File: src/rtl/sram_arb_pkg.sv
// sram_arb_pkg
//   Shared types and constants for the SRAM port arbiter: FSM state encoding,
//   requester id type, requester id constants and the round-robin successor
//   helper.
package sram_arb_pkg;

   localparam int NUM_REQ = 3;

   typedef logic [1:0] req_id_t;

   localparam req_id_t ID_BOOT  = 2'd0;  // bootloader write path
   localparam req_id_t ID_FETCH = 2'd1;  // DLX instruction fetch
   localparam req_id_t ID_DATA  = 2'd2;  // debug / data port

   typedef enum logic [1:0] {IDLE, ISSUE, WAIT, DONE} arb_state_t;

   // Next requester id in the rotation 0 -> 1 -> 2 -> 0.
   function automatic req_id_t next_id(input req_id_t id);
      return (id == ID_DATA) ? ID_BOOT : req_id_t'(id + 2'd1);
   endfunction

endpackage

File: src/rtl/sram_arb_pick.sv
// sram_arb_pick
//   Combinational winner selection among the eligible requesters.
//   Optional feature macro: SRAM_ARB_RR_EN
//     defined   : round-robin, search starts at the requester after last_winner
//     undefined : fixed priority r0 > r1 > r2, last_winner is ignored
// Ports
//   eligible    in  [NUM_REQ-1:0]  masked request vector
//   last_winner in  req_id_t       previous winner (round-robin pointer)
//   any         out                at least one requester eligible
//   winner      out req_id_t       selected requester (valid when any=1)
module sram_arb_pick
   import sram_arb_pkg::*;
(
   input  logic [NUM_REQ-1:0] eligible,
   input  req_id_t            last_winner,
   output logic               any,
   output req_id_t            winner
);

`ifdef SRAM_ARB_RR_EN
   req_id_t c0, c1, c2;

   assign c0 = next_id(last_winner);
   assign c1 = next_id(c0);
   assign c2 = next_id(c1);

   // Later assignments override earlier ones, so c0 (closest to the
   // pointer) has the highest priority.
   always_comb begin
      any    = |eligible;
      winner = c2;
      if (eligible[c1]) winner = c1;
      if (eligible[c0]) winner = c0;
   end
`else
   logic unused_last;
   assign unused_last = ^last_winner;

   always_comb begin
      any    = |eligible;
      winner = ID_DATA;
      if (eligible[ID_FETCH]) winner = ID_FETCH;
      if (eligible[ID_BOOT])  winner = ID_BOOT;
   end
`endif

endmodule

File: src/rtl/sram_port_arbiter.sv
// sram_port_arbiter
//   Shares the single sram_fsm request port among three requesters
//   (r0 bootloader write, r1 instruction fetch, r2 debug/data). One
//   transaction at a time: IDLE -> ISSUE -> WAIT -> DONE -> IDLE.
//   Optional feature macro: SRAM_ARB_RR_EN (round-robin instead of fixed
//   priority; adds a last-winner pointer that resets to r2).
// Ports
//   clk, rst                      clock, synchronous active-high reset
//   boot_mode                     1: only r0 eligible; 0: r1/r2 eligible
//   rN_req/we/addr/wdata          requester command, held until rN_gnt
//   rN_gnt                        one-cycle accept pulse (issue cycle)
//   rN_rvalid                     one-cycle read-data-valid pulse
//   rdata                         shared read-data register
//   busy                          transaction in progress
//   sram_mem_wr_en/rd_en          one-cycle strobes to sram_fsm
//   sram_mem_addr/wr_data         latched command, stable ISSUE..DONE
//   sram_mem_rd_data              read data from sram_fsm
module sram_port_arbiter
   import sram_arb_pkg::*;
#(
   parameter int DATA_WIDTH = 32,
   parameter int ADDR_WIDTH = 20,
   parameter int SRAM_LAT   = 4
) (
   input  logic                  clk,
   input  logic                  rst,
   input  logic                  boot_mode,
   input  logic                  r0_req,
   input  logic                  r0_we,
   input  logic [ADDR_WIDTH-1:0] r0_addr,
   input  logic [DATA_WIDTH-1:0] r0_wdata,
   input  logic                  r1_req,
   input  logic                  r1_we,
   input  logic [ADDR_WIDTH-1:0] r1_addr,
   input  logic [DATA_WIDTH-1:0] r1_wdata,
   input  logic                  r2_req,
   input  logic                  r2_we,
   input  logic [ADDR_WIDTH-1:0] r2_addr,
   input  logic [DATA_WIDTH-1:0] r2_wdata,
   output logic                  r0_gnt,
   output logic                  r1_gnt,
   output logic                  r2_gnt,
   output logic                  r0_rvalid,
   output logic                  r1_rvalid,
   output logic                  r2_rvalid,
   output logic [DATA_WIDTH-1:0] rdata,
   output logic                  busy,
   output logic                  sram_mem_wr_en,
   output logic                  sram_mem_rd_en,
   output logic [ADDR_WIDTH-1:0] sram_mem_addr,
   output logic [DATA_WIDTH-1:0] sram_mem_wr_data,
   input  logic [DATA_WIDTH-1:0] sram_mem_rd_data
);

   localparam int CNT_W = (SRAM_LAT > 1) ? $clog2(SRAM_LAT) : 1;
   localparam logic [CNT_W-1:0] CNT_LOAD = CNT_W'(SRAM_LAT - 1);

   arb_state_t           state;
   logic [CNT_W-1:0]     cnt;
   req_id_t              id_q;
   logic                 we_q;
   logic                 rv_pend;
   logic [NUM_REQ-1:0]   gnt_q, rvalid_q;
   logic [NUM_REQ-1:0]   req_v, eligible;
   logic                 any;
   req_id_t              winner, last_winner;
   logic                 sel_we;
   logic [ADDR_WIDTH-1:0] sel_addr;
   logic [DATA_WIDTH-1:0] sel_wdata;

   assign req_v    = {r2_req, r1_req, r0_req};
   // Boot mode gives r0 the port exclusively; otherwise r0 is locked out.
   assign eligible = boot_mode ? (req_v & 3'b001) : (req_v & 3'b110);

   sram_arb_pick u_pick (
      .eligible    (eligible),
      .last_winner (last_winner),
      .any         (any),
      .winner      (winner)
   );

`ifdef SRAM_ARB_RR_EN
   req_id_t rr_ptr;
   assign last_winner = rr_ptr;
`else
   assign last_winner = ID_DATA;
`endif

   always_comb begin
      sel_we    = r0_we;
      sel_addr  = r0_addr;
      sel_wdata = r0_wdata;
      case (winner)
         ID_FETCH: begin sel_we = r1_we; sel_addr = r1_addr; sel_wdata = r1_wdata; end
         ID_DATA:  begin sel_we = r2_we; sel_addr = r2_addr; sel_wdata = r2_wdata; end
         default:  ;
      endcase
   end

   always_ff @(posedge clk) begin
      if (rst) begin
         state            <= IDLE;
         cnt              <= '0;
         id_q             <= ID_BOOT;
         we_q             <= 1'b0;
         rv_pend          <= 1'b0;
         gnt_q            <= '0;
         rvalid_q         <= '0;
         rdata            <= '0;
         busy             <= 1'b0;
         sram_mem_wr_en   <= 1'b0;
         sram_mem_rd_en   <= 1'b0;
         sram_mem_addr    <= '0;
         sram_mem_wr_data <= '0;
`ifdef SRAM_ARB_RR_EN
         rr_ptr           <= ID_DATA;
`endif
      end else begin
         gnt_q          <= '0;
         sram_mem_wr_en <= 1'b0;
         sram_mem_rd_en <= 1'b0;
         rv_pend        <= 1'b0;
         // rdata was captured on the DONE edge; the owner pulse follows one
         // cycle later. id_q still holds the owner here because a new
         // winner only overwrites it on this same edge.
         rvalid_q       <= rv_pend ? (NUM_REQ'(1) << id_q) : '0;
         case (state)
            IDLE: if (any) begin
               // Strobe and grant are registered so they are high during ISSUE.
               state            <= ISSUE;
               busy             <= 1'b1;
               id_q             <= winner;
               we_q             <= sel_we;
               sram_mem_addr    <= sel_addr;
               sram_mem_wr_data <= sel_wdata;
               gnt_q            <= NUM_REQ'(1) << winner;
               sram_mem_wr_en   <= sel_we;
               sram_mem_rd_en   <= !sel_we;
`ifdef SRAM_ARB_RR_EN
               rr_ptr           <= winner;
`endif
            end
            ISSUE: begin
               cnt   <= CNT_LOAD;
               state <= (SRAM_LAT == 1) ? DONE : WAIT;
            end
            // SRAM_LAT-1 WAIT cycles put DONE exactly SRAM_LAT after ISSUE.
            WAIT: begin
               cnt <= cnt - 1'b1;
               if (cnt == CNT_W'(1)) state <= DONE;
            end
            DONE: begin
               if (!we_q) begin
                  rdata   <= sram_mem_rd_data;
                  rv_pend <= 1'b1;
               end
               state <= IDLE;
               busy  <= 1'b0;
            end
            default: state <= IDLE;
         endcase
      end
   end

   assign {r2_gnt, r1_gnt, r0_gnt}          = gnt_q;
   assign {r2_rvalid, r1_rvalid, r0_rvalid} = rvalid_q;

endmodule

File: config.mk
export PLATFORM = sky130hd
export DESIGN_NAME = sram_port_arbiter
export DESIGN_NICKNAME = d
export VERILOG_FILES = /design/src/rtl/sram_arb_pkg.sv /design/src/rtl/sram_arb_pick.sv /design/src/rtl/sram_port_arbiter.sv
export SDC_FILE = /design/constraint.sdc
export NUM_CORES = 1
export LEC_CHECK = 0
export CORE_ASPECT_RATIO = 0.6
export CORE_MARGIN = 4
export CORE_UTILIZATION = 33
export DETAILED_ROUTE_END_ITERATION = 12
export PLACE_DENSITY = 0.81
export SYNTH_ARGS = -nofsm -noshare
export SYNTH_HDL_FRONTEND = slang
export SYNTH_SLANG_ARGS = --single-unit
File: constraint.sdc
create_clock -name clk -period 1.55 [get_ports clk]
set_input_delay 0.31 -clock clk [delete_from_list [all_inputs] [get_ports clk]]
set_output_delay 0.31 -clock clk [all_outputs]
set_load 0.03 [all_outputs]
==> impl_metrics.env, run 1 <==
export IMPL_status="finished, violations left"
export IMPL_violations="negative setup slack"
export IMPL_drive_above_1_share_pct=11.11
export IMPL_min_period_over_period_pct=101.4
export IMPL_max_slew_margin_rel_pct=74.97
export IMPL_cts_root_buf="clkbuf_16"
export IMPL_period_needed_ns=1.571
export IMPL_vdd_drop_max_uv=646.4
export IMPL_synth_edf_count=0
export IMPL_clk_latency_ns=0.34
export IMPL_drt_pass1_iter_count=6
export IMPL_dieArea_um2=15810
export IMPL_yosysMostFrequentCell="dfxtp_1"
export IMPL_syn_inst=472
export IMPL_muxShareOfSynthArea_pct=12.99
export IMPL_grt_antenna_before_repair=0
export IMPL_cap_violations=0
export IMPL_vias=4863
export IMPL_io_buffers=289
export IMPL_rrSetupSlack_ns=-0.02
export IMPL_grt_usage_pct=21.26
export IMPL_fin_tns_setup_ns=-0.2022
export IMPL_ys_seq_area_share_pct=44.38
export IMPL_grt_pass1_vias=5240
export IMPL_dp_cells=917
export IMPL_tightestPinTransition_ns=0.3755
export IMPL_grt_max_degree=37
export IMPL_yosysTopAreaCellShare_pct=44.38
export IMPL_ys_ff_latch=101
export IMPL_rr_worst_depth=6
export IMPL_core_area_um2=13170
export IMPL_netlist_area_um2=4556
export IMPL_finalHoldViolations=0
export IMPL_dp_slack_ns=-0.5030
export IMPL_synthTopCellsByCount="dfxtp_1, nand2_1, mux2i_1"
export IMPL_synth_simple_area_share_pct=13.68
export IMPL_h_tree_depth=3
export IMPL_async_flop_share_pct=0
export IMPL_final_setup_viol_count=19
export IMPL_synth_area_leader_cell="dfxtp_1"
export IMPL_cts_tree="built"
export IMPL_syn_to_final_growth_pct=79.79
export IMPL_cts_path_max_buffers=2
export IMPL_final_instance_count_excl_fill=935
export IMPL_wirelength_um=17490
export IMPL_cp_arrival_ns=1.83
export IMPL_worstReg2RegEnd="sram_mem_wr_data[18]"
export IMPL_min_to="rdata[12]"
export IMPL_fmax_mhz=636.5
export IMPL_p_total_w=0.009481
export IMPL_std_cell_rows=32
export IMPL_startpoint_type="input pin"
export IMPL_clkTransAtPathRegs_ns=0.07
export IMPL_grt_overflow=0
export IMPL_powerDensity_nw_per_um2=1158
export IMPL_die_y_um=99.01
export IMPL_finalInstanceArea_um2=8190
export IMPL_start_util_pct=34.58
export IMPL_finalWorstSetupSlack_ns=-0.02114
export IMPL_worstHoldStart="rdata[12]"
export IMPL_critPathKind="input pin to register"
export IMPL_r2r_start="state[1]"
export IMPL_vias_per_cell=5.201
export IMPL_yosysWarnings=0
export IMPL_whs_path_depth=2
export IMPL_synth_top_family_by_area="compound AO/OA/AOI/OAI gates"
export IMPL_wire_per_inst_um=18.70
export IMPL_finalClockSkew_ns=0.01092
export IMPL_rsz0062_at_grt="true"
export IMPL_place_gp_congestion=0.9031
export IMPL_drtAntennaViolNets=0
export IMPL_syn_avg_cell_area_um2=9.652
export IMPL_leakagePower_nw=3.603
export IMPL_cp_required_ns=1.81
export IMPL_diodes=0
export IMPL_synth_area_leaders="dfxtp_1, mux2i_1, a221oi_1, o2bb2ai_1, nand2_1"
export IMPL_hpwl_um=13650
export IMPL_fillCellCount=1078
export IMPL_cts_hold_buf=0
export IMPL_fin_nets=962
export IMPL_postPlaceCellArea_um2=7797
export IMPL_synth_fa_ha_area_share_pct=1.373
export IMPL_grt_pass1_wl_um=27500
export IMPL_io_pins=290
export IMPL_crit_fanout=22
export IMPL_slew_violations=0
export IMPL_synth_distinct_cells=37
export IMPL_hp_class="register to register"
export IMPL_cts_sinks=101
export IMPL_synth_compound_area_share_pct=22.44
export IMPL_ys_flop_type="dfxtp_1"
export IMPL_fp_dieW_um=159.7
export IMPL_end_kind="register"
export IMPL_drtIter0Drc=260
export IMPL_cts_buffers=9
export IMPL_drc=0
export IMPL_synth_nets=674
export IMPL_synthXorXnorAreaFrac_pct=0
## layer usage
metal / vias up / global-route usage [%] / routed length [µm]
li1: 2337 / - / -
met4: 0 / 5.733 / 248
met1: 2326 / 24.46 / 7315
met5: - / 0 / 0
met3: 20 / 6.394 / 1187
met2: 180 / 38.67 / 8736
## area by class of cell
type,instances,area (µm²),area share (%)
multi-input combinational,321,2512,30.68
clock inverter,3,45.04,0.5500
inverter,5,21.27,0.2597
tap,170,212.7,2.597
sequential,101,2023,24.70
timing repair buffer,322,3126,38.16
clock buffer,13,250.2,3.055
## what timing repair did
action	4_1_cts	5_1_grt
cloned	0	1
resized for setup	101	27
setup buffers	0	1
pin swaps	0	2
endpoints found under the setup margin	147	59
hold endpoints to repair	0	0
## layout by cell type, fill, tap and decap left out, types with 2 or more instances in the layout
cell and n:
buf_2 2, clkbuf_16 9, inv_2 2, dlygate4sd2_1 93
a221oi_1 33, dfxtp_1 100, mux2i_1 57, ha_1 4
nor4bb_1 2, a22o_1 18, and3_1 35, buf_12 7
inv_1 2, nor2b_2 2, clkdlybuf4s50_1 193, nand2b_1 4
nor2_1 5, buf_4 21, clkbuf_1 3, o31ai_1 2
a21oi_1 34, and2_1 3, nand2_1 66, buf_6 5
o21ai_0 2, o2bb2ai_1 16, o2bb2ai_2 18, clkinvlp_4 2
## flip-flops by register name, summed over array words and instances, names as in the netlist
name and cells:
sram_mem_wr_data 32, id_q 2, we_q 1, sram_mem_rd_en 1, rdata 32, rv_pend 1
rvalid_q 3, state 2, busy 1, sram_mem_wr_en 1, cnt 2, gnt_q 3
sram_mem_addr 20
## power breakdown
part,internal [W],switching [W],leakage [nW]
clock network,0.00130,0.000918,0.136
logic,0.00169,0.00216,2.64
registers,0.00311,0.000307,0.825
total,0.00610,0.00338,3.60
## logic make-up (layout without fill, tap and decap cells)
kind of cell               after synthesis  after routing
and+or+nand+nor                        126            126
DFF                                    101            101
AOI/OAI and AO/OA                      131            131
adders and majority gates                5              5
buffers and inverters                   50            343
muxes                                   59             59
## worst max path at each step
stage	to	start	cells after the start
detailed placement	sram_mem_wr_data[2]	r1_req	6
CTS	sram_mem_wr_data[18]	state[1]	6
global placement	sram_mem_wr_data[2]	r1_req	6
finish	sram_mem_wr_data[18]	r2_req	5
global route	sram_mem_wr_data[20]	state[1]	6
floorplan	sram_mem_wr_data[10]	state[1]	7
## stage by stage
step | hold slack [ns] | util, %
after floorplan | 0.4350 | -
after global placement | 0.4408 | 59.19
after CTS | 0.4522 | 60.91
final | 0.4513 | 62.18
after global routing | 0.4798 | 62.18
after detailed placement | 0.4453 | 59.19
## critical path: stages
cell and delay (ns):
clkdlybuf4s50_1 0.48, or3_1 0.39, a31oi_4 0.24, buf_6 0.26, o2bb2ai_1 0.14
No activity file was read; power rests on OpenSTA's default activity.
==> run 2: changes to the inputs <==
CAP_MARGIN = 5   (was not set)
SKIP_CTS_REPAIR_TIMING = 1   (was not set)
==> impl_metrics.env, run 2 (synthesized netlist as in run 1, its figures left out) <==
export IMPL_grt_antenna_before_repair=0
export IMPL_fmax_mhz=613.5
export IMPL_grt_overflow=0
export IMPL_period_needed_ns=1.630
export IMPL_place_gp_congestion=0.9031
export IMPL_clk_latency_ns=0.34
export IMPL_wire_per_inst_um=19.46
export IMPL_rsz0062_at_grt="true"
export IMPL_vias=4898
export IMPL_drive_above_1_share_pct=12.76
export IMPL_io_pins=290
export IMPL_drtAntennaViolNets=0
export IMPL_syn_to_final_growth_pct=92.47
export IMPL_cap_violations=0
export IMPL_slew_violations=0
export IMPL_clkTransAtPathRegs_ns=0.07
export IMPL_final_cell_mix="clkdlybuf4s50_1, dfxtp_1, dlymetal6s2s_1"
export IMPL_powerDensity_nw_per_um2=1140
export IMPL_cts_path_max_buffers=2
export IMPL_crit_fanout=6
export IMPL_core_area_um2=13170
export IMPL_fin_tns_setup_ns=-1.472
export IMPL_io_buffers=289
export IMPL_hpwl_um=13650
export IMPL_hp_class="register to register"
export IMPL_fp_dieW_um=159.7
export IMPL_final_setup_viol_count=35
export IMPL_critPathKind="register to register"
export IMPL_cp_required_ns=1.81
export IMPL_die_y_um=99.01
export IMPL_grt_usage_pct=21.10
export IMPL_finalHoldViolations=0
export IMPL_cts_root_buf="clkbuf_16"
export IMPL_cp_arrival_ns=1.89
export IMPL_cts_tree="built"
export IMPL_violations="negative setup slack"
export IMPL_final_instance_count_excl_fill=938
export IMPL_vdd_drop_max_uv=653.5
export IMPL_grt_pass1_vias=5225
export IMPL_startpoint_type="register"
export IMPL_p_total_w=0.009993
export IMPL_grt_pass1_wl_um=27330
export IMPL_finalWorstSetupSlack_ns=-0.07988
export IMPL_finalClockSkew_ns=0.009823
export IMPL_dieArea_um2=15810
export IMPL_std_cell_rows=32
export IMPL_leakagePower_nw=4.874
export IMPL_drc=0
export IMPL_diodes=0
export IMPL_start_util_pct=34.58
export IMPL_cts_sinks=101
export IMPL_grt_max_degree=37
export IMPL_end_kind="register"
export IMPL_max_slew_margin_rel_pct=66.75
export IMPL_fin_nets=965
export IMPL_tightestPinTransition_ns=0.4987
export IMPL_status="finished, violations left"
export IMPL_drtIter0Drc=313
export IMPL_vias_per_cell=5.222
export IMPL_min_period_over_period_pct=105.2
export IMPL_cts_buffers=9
export IMPL_h_tree_depth=3
export IMPL_final_common_cell="clkdlybuf4s50_1"
export IMPL_reg_top3="rdata (32), sram_mem_wr_data (32), sram_mem_addr (20)"
export IMPL_dp_cells=917
export IMPL_wirelength_um=18260
export IMPL_drt_pass1_iter_count=4
-- run 2: cell types whose count changed in the layout (fill, tap and decap cells not counted), moves of 2 or more --
cell            previous run  this run
buf_6                      5         1
clkbuf_16                  9        11
buf_4                     21        24
o2bb2ai_1                 16         9
dlygate4sd2_1             93         0
dlymetal6s2s_1             0        93
a221oi_1                  33        30
o2bb2ai_2                 18        16
a221oi_2                   1         5
o2bb2ai_4                  1        10
-- run 2: layout make-up --
class                           count  area (µm²)
Fill cell                         983        4404
Timing Repair Buffer              325        3537
Multi-Input combinational cell    321        2679
Sequential cell                   101        2023
Clock buffer                       13       250.2
Tap cell                          170       212.7
Clock inverter                      3       45.04
Inverter                            5       21.27
-- run 2: stage by stage --
stage               hold WS [ns]  util (%)  setup slack [ns]  instance area (µm²)
global placement          0.4408     59.19           -0.4539                 7797
finish                    0.4504     66.57          -0.07988                 8768
global route              0.4777     66.57           -0.1401                 8768
detailed placement        0.4453     59.19           -0.5030                 7797
floorplan                 0.4350         -          0.001685                 4576
CTS                       0.4547     61.44           -0.1787                 8093
-- run 2: worst max-delay path: stages, from the launching register on --
cell,delay (ns)
dfxtp_2,0.33
inv_2,0.08
ha_4,0.16
inv_4,0.03
or4_4,0.61
clkbuf_16,0.22
o2bb2ai_2,0.13
-- run 2: final timing paths --
path	from	end	slack, ns	depth (start not counted)
worst min register to register	rdata[12]	rdata[12]	0.45	2
worst max register to register	state[1]	sram_mem_wr_data[19]	-0.08	6
worst max-delay path	state[1]	sram_mem_wr_data[19]	-0.08	6
worst min-delay path	rdata[12]	rdata[12]	0.45	2
-- run 2: routing by layer --
layer | routed length [µm] | GRT usage (%) | part of all wire (%)
met5 | 0 | 0 | 0
met4 | 313 | 5.400 | 1.7
met3 | 1293 | 6.268 | 7.1
met2 | 9121 | 38.34 | 50
met1 | 7527 | 24.46 | 41
-- run 2: power breakdown --
part / internal (W) / switching [W] / total, W
clock network: 0.00130 / 0.000922 / 0.00222
registers: 0.00311 / 0.000338 / 0.00345
logic: 0.00205 / 0.00228 / 0.00433
==> run 3: changes to the inputs <==
CAP_MARGIN = not set   (was 5)
==> results of run 3 <==
No change in the layout: final DEF, timing and power equal those of run 2.
